File: src/rtl/decoder4_scan_seq_pkg.sv
// decoder4_scan_seq_pkg: shared state encodings, default dwell and chan->sel bit reversal
package decoder4_scan_seq_pkg;
   localparam int DWELL_DEF = 4;
   typedef enum logic {ST_IDLE, ST_DWELL} state_e;
   function automatic logic [3:0] bitrev4(input logic [3:0] c);
      return {c[0], c[1], c[2], c[3]};
   endfunction
endpackage

File: src/rtl/decoder4_scan_seq_next_chan.sv
// scan_next_chan: lowest enabled channel above cur, else lowest enabled with wrap flag
module scan_next_chan (
   input  logic [15:0] mask_i,
   input  logic [3:0]  cur_i,
   input  logic        from_start_i,
   output logic [3:0]  next_o,
   output logic        found_o,
   output logic        wrapped_o
);
   logic [3:0] hi, lo;
   logic       hi_f, lo_f;
   // descending scan so the lowest qualifying index is written last
   always_comb begin
      hi = 4'd0;
      lo = 4'd0;
      hi_f = 1'b0;
      lo_f = 1'b0;
      for (int i = 15; i >= 0; i--) begin
         if (mask_i[i]) begin
            lo = 4'(i);
            lo_f = 1'b1;
            if (from_start_i || 4'(i) > cur_i) begin
               hi = 4'(i);
               hi_f = 1'b1;
            end
         end
      end
   end
   assign next_o = hi_f ? hi : lo;
   assign found_o = lo_f;
   assign wrapped_o = lo_f && !hi_f;
endmodule

File: src/rtl/decoder4_scan_seq.sv
// decoder4_scan_seq: sweeps enabled channels with a fixed dwell, driving a bit-reversed decoder select
module decoder4_scan_seq
   import decoder4_scan_seq_pkg::*;
#(
   parameter int DWELL = DWELL_DEF,
   parameter int CNTW  = 8
) (
   input  logic        clk,
   input  logic        rst,
   input  logic        start_i,
   input  logic        stop_i,
   input  logic        continuous_i,
   input  logic [15:0] mask_i,
   input  logic        hold_i,
   output logic [3:0]  sel_o,
   output logic [3:0]  chan_o,
   output logic        sel_valid_o,
   output logic        busy_o,
   output logic        sweep_done_o
);
   localparam logic [CNTW-1:0] LAST = CNTW'(DWELL - 1);
   state_e          state_q, state_d;
   logic [3:0]      chan_q, chan_d, nxt;
   logic            valid_q, valid_d, done_q, done_d, cont_q, cont_d, found, wrapped;
   logic [15:0]     mask_q, mask_d;
   logic [CNTW-1:0] cnt_q, cnt_d;
   scan_next_chan u_next (
      .mask_i      (state_q == ST_IDLE ? mask_i : mask_q),
      .cur_i       (chan_q),
      .from_start_i(state_q == ST_IDLE),
      .next_o      (nxt),
      .found_o     (found),
      .wrapped_o   (wrapped)
   );
   // next-state: stop dominates, start only in IDLE, advance after DWELL unheld cycles
   always_comb begin
      state_d = state_q;
      chan_d = chan_q;
      valid_d = valid_q;
      done_d = 1'b0;
      mask_d = mask_q;
      cont_d = cont_q;
      cnt_d = cnt_q;
      if (stop_i) begin
         state_d = ST_IDLE;
         valid_d = 1'b0;
      end else if (state_q == ST_IDLE) begin
         if (start_i) begin
            mask_d = mask_i;
            cont_d = continuous_i;
            done_d = !found;
            if (found) begin
               state_d = ST_DWELL;
               chan_d = nxt;
               valid_d = 1'b1;
               cnt_d = '0;
            end
         end
      end else if (!hold_i) begin
         if (cnt_q == LAST) begin
            cnt_d = '0;
            done_d = wrapped;
            if (wrapped && !cont_q) begin
               state_d = ST_IDLE;
               valid_d = 1'b0;
            end else begin
               chan_d = nxt;
            end
         end else begin
            cnt_d = cnt_q + 1'b1;
         end
      end
   end
   // state and output registers
   always_ff @(posedge clk) begin
      if (rst) begin
         state_q <= ST_IDLE;
         chan_q <= 4'd0;
         valid_q <= 1'b0;
         done_q <= 1'b0;
         mask_q <= 16'd0;
         cont_q <= 1'b0;
         cnt_q <= '0;
      end else begin
         state_q <= state_d;
         chan_q <= chan_d;
         valid_q <= valid_d;
         done_q <= done_d;
         mask_q <= mask_d;
         cont_q <= cont_d;
         cnt_q <= cnt_d;
      end
   end
   assign chan_o = chan_q;
   assign sel_o = bitrev4(chan_q);
   assign sel_valid_o = valid_q;
   assign busy_o = state_q != ST_IDLE;
   assign sweep_done_o = done_q;
endmodule

File: config.mk
export PLATFORM = sky130hd
export DESIGN_NAME = decoder4_scan_seq
export DESIGN_NICKNAME = d
export VERILOG_FILES = /design/src/rtl/decoder4_scan_seq_pkg.sv /design/src/rtl/decoder4_scan_seq_next_chan.sv /design/src/rtl/decoder4_scan_seq.sv
export SDC_FILE = /design/constraint.sdc
export NUM_CORES = 1
export LEC_CHECK = 0
export BUFFER_PORTS_ARGS = -buffer_cell sky130_fd_sc_hd__buf_2
export CAP_MARGIN = 10
export CORE_MARGIN = 1.5
export CORE_UTILIZATION = 51
export CTS_CLUSTER_SIZE = 14
export DETAILED_ROUTE_END_ITERATION = 16
export PLACE_DENSITY = 0.75
export SLEW_MARGIN = 20
export SYNTH_ARGS = -nofsm -noshare
export SYNTH_HDL_FRONTEND = slang
export SYNTH_SLANG_ARGS = --single-unit
File: constraint.sdc
create_clock -name clk -period 2.3 [get_ports clk]
set_input_delay 0.115 -clock clk [delete_from_list [all_inputs] [get_ports clk]]
set_output_delay 0.115 -clock clk [all_outputs]
set_load 0.05 [all_outputs]
==> metrics.csv <==
stage,metric,value,unit
setup_path,startpoint types,register,
placement,GPL Wtd Cong,0.924,
setup_path,Arrival @ worst endpoint,2.66,ns
cts,Root Driver,clkbuf_8,
floorplanning,initial core utilization,0.541,
yosys,synth top area cells,"dfxtp_1, nand2_1, a21oi_1",
timing,Max Clk Rate,406,MHz
yosys,Async SR Flop Fraction,0,
yosys,Yosys reg bits,32,
cts,clk sink count,32,
final_layout,P&R area growth vs syn,37.4,%
yosys,post-synthesis sequential area ratio,0.290,
routing,DR pass1 iterations,4,
cts,# hold bufs at CTS,0,
power_and_ir_drop,Cell Pwr Density,475,nW/um^2
outcome,violated checks,setup timing,
final_layout,final net count,394,
cts,# H-tree levels,2,
yosys,"EDFF count, synth",0,
yosys,Post-Syn Area,2210,um^2
routing,DRT iter0 DRCs,289,
setup_path,Crit. End Element,register,
setup_path,flop-to-flop setup slack,-0.16,ns
grt,overall routing resource usage,0.323,
timing,final hold violation count,0,
setup_path,Crit path top cell by count,buf_4,
cts,TritonCTS Buffers,5,
power_and_ir_drop,Net Sw Frac,0.319,
cts,"Clk pin slew, worst setup/hold paths",0.07,ns
routing,Routed Antenna Nets,0,
yosys,Synth Area per Inst,7.35,um^2
final_layout,number of antenna diodes,0,
setup_path,Setup Crit Path Kind,reg -> reg,
timing,Final Cycle Share,1.07,
placement,DP Cell Count,407,
power_and_ir_drop,Leak,1.26,nW
setup_path,CP Cell Sequence,or4_4 > or4b_4 > buf_4 > buf_4 > or4_1 > a211oi_1,
power_and_ir_drop,Switch Pwr,0.460,mW
final_layout,Layout Cells excl Fill,422,
setup_path,Worst Path Max Fanout,2,
final_layout,fraction of layout cells with a size suffix above 1,0.371,
routing,routed length per placed instance,17.9,um
timing,Max Slew Vio Count,0,
yosys,post-synth top area share,0.290,
yosys,syn nets,324,
worst_hold_path,Worst Hold Class,in -> reg,
timing,Clock Skews,0.00569,ns
timing,RSZ-0062 raised after global routing,yes,
timing,final setup vio count,12,
grt,initial antenna violation count,0,
grt,largest net degree at the start of global routing,27,
setup_path,Top delay family on crit path,simple AND/OR/NAND/NOR gates,
power_and_ir_drop,Peak VDD IR,307,uV
timing,PnR worst setup slack,-0.163,ns
setup_path,"Buf+Inv Stages, Crit Path",2,
cts,clk buf depth,2,
timing,Slew HR,0.547,
floorplanning,# rows,23,
job,Max Cap Viol,0,
floorplanning,IO Pins,33,
yosys,Yosys top cell by area,dfxtp_1,
setup_path,Slowest cell on crit path,or4_4,
floorplanning,die width,68.8,um
timing,minimum clock period,2.46,ns
routing,Vias/cell,6.26,
setup_path,"Req. time, crit path",2.49,ns
cts,CTS tree,built,
setup_path,crit-path max cell delay,0.53,ns
floorplanning,die footprint,4740,um^2
grt,vias in the first global route,2361,
floorplanning,Floorplan Core Area,4090,um^2
floorplanning,die height,68.8,um
outcome,status,"finished, violations left",
yosys,main flop type after synthesis,dfxtp_1,
routing,DR DRC count,0,
timing,worst slew pin tran,0.676,ns
power_and_ir_drop,sequential share of power,0.418,
power_and_ir_drop,share of total power in the clock network,0.322,
routing,DR vias,2640,
placement,DP HPWL,5.18,mm
grt,grt total ovfl,0,
cts,"Clk Latency, worst-skew pair",0.29,ns
yosys,Gate Count Post-Synth,301,
yosys,Unique masters post-synth,58,
power_and_ir_drop,total power,1.44,mW
grt,first-pass GRT wire length,11.2,mm
power_and_ir_drop,Comb pwr share,0.261,
yosys,synth warn,0,
placement,I/O Buffers,32,
routing,Routed WL,7.55,mm
timing,Hold WS,0.0863,ns
power_and_ir_drop,Pint,0.981,mW
sequential cells by signal, summed over array words and instances, names as in the netlist:
| name | flops |
|---|---|
| mask_q | 16 |
| sel_valid_o | 1 |
| cont_q | 1 |
| sweep_done_o | 1 |
| busy_o | 1 |
| chan_o | 4 |
| cnt_q | 8 |
through the flow:
step	instance area (um^2)	TNS (ns)	setup WS (ns)	util
after floorplan	2270	-0.00477	-0.00477	-
after global placement	2750	-0.0313	-0.0166	0.672
after detailed placement	2750	-0.537	-0.115	0.672
after CTS	2920	-0.144	-0.0685	0.713
after global routing	3040	-1.31	-0.214	0.743
final	3040	-0.582	-0.163	0.743
cells in the mapped netlist (all sizes together), types with 2 or more instances:
cell type	number
nand2	47
dfxtp	32
a21oi	28
nor2	18
clkbuf	13
nor2b	13
o21ai	13
nor3	12
buf	9
inv	9
nand4	9
nor3b	8
or2	7
a31oi	6
nand2b	6
xor2	6
nand3	5
o22ai	5
and3	4
a2111oi	3
a211oi	3
mux2	3
a21boi	2
a21o	2
a311oi	2
a32oi	2
nor4	2
o2111ai	2
o211a	2
o211ai	2
o21bai	2
o41ai	2
or3	2
or4	2
cell families (layout without fill, tap and decap cells):
kind of cell	Yosys count	in the layout	synth area share
mux	4	4	0.0198
buf+inv	31	102	0.0623
fa+ha+maj	1	1	0.00566
xor+xnor	7	7	0.0277
flops	32	32	0.290
simple gates	140	140	0.333
compound gates	86	86	0.261
cell type report:
class / instances / area, um^2
repair buffers: 85 / 574
multi-input cells: 238 / 1610
flip-flops and latches: 32 / 661
inverters: 9 / 33.8
fillers: 328 / 1050
well taps: 50 / 62.6
clock inverters: 1 / 6.26
clock buffers: 7 / 86.3
metal layers:
layer	global-route usage	up-vias	wire length, um
met3	0.0568	24	516
met5	0	-	0
met2	0.513	136	3540
li1	-	1240	-
met4	0.140	0	231
met1	0.428	1240	3260
tightest hold or removal path, stage by stage:
cell and delay (ns):
buf_2 0.10, nand2_1 0.06, a21oi_1 0.06
path summary, 6_finish.rpt:
path | start | end | cells after the start
worst max-delay path | cnt_q[2] | sweep_done_o | 6
worst min-delay path | continuous_i | cont_q | 3
worst max register to register | cnt_q[2] | sweep_done_o | 6
worst min register to register | sel_valid_o | sel_valid_o | 2
what timing repair did:
| item | 4_1_cts | 5_1_grt |
|---|---|---|
| cloned | 0 | 0 |
| hold endpoints to repair | 0 | 0 |
| setup buffers | 3 | 4 |
| resized for setup | 10 | 18 |
| endpoints found under the setup margin | 12 | 15 |
| pin swaps | 4 | 4 |
cell usage in the layout, fill, tap and decap left out, types with 5 or more instances in the layout:
master,synthesis,routed
a21oi_1,26,25
a31oi_1,6,6
inv_1,9,9
dfxtp_1,32,26
clkbuf_8,0,6
or2_2,6,5
nor2b_1,13,12
buf_4,4,51
nor2_1,18,18
o21ai_0,12,12
dfxtp_4,0,5
nor3_1,12,7
xor2_1,6,6
nand2b_1,6,6
nand4_1,9,9
nor3_2,0,5
buf_2,5,32
nand2_1,47,47
nand3_1,5,5
power by group through the flow:
stage / Clock, mW / Sequential (mW) / Combinational, mW
global route: 0.491 / 0.604 / 0.402
global placement: 0 / 0.611 / 0.324
floorplan: 0 / 0.613 / 0.194
CTS: 0.469 / 0.601 / 0.342
finish: 0.464 / 0.602 / 0.376
detailed placement: 0 / 0.612 / 0.330
Power figures use the tool's default switching activity.
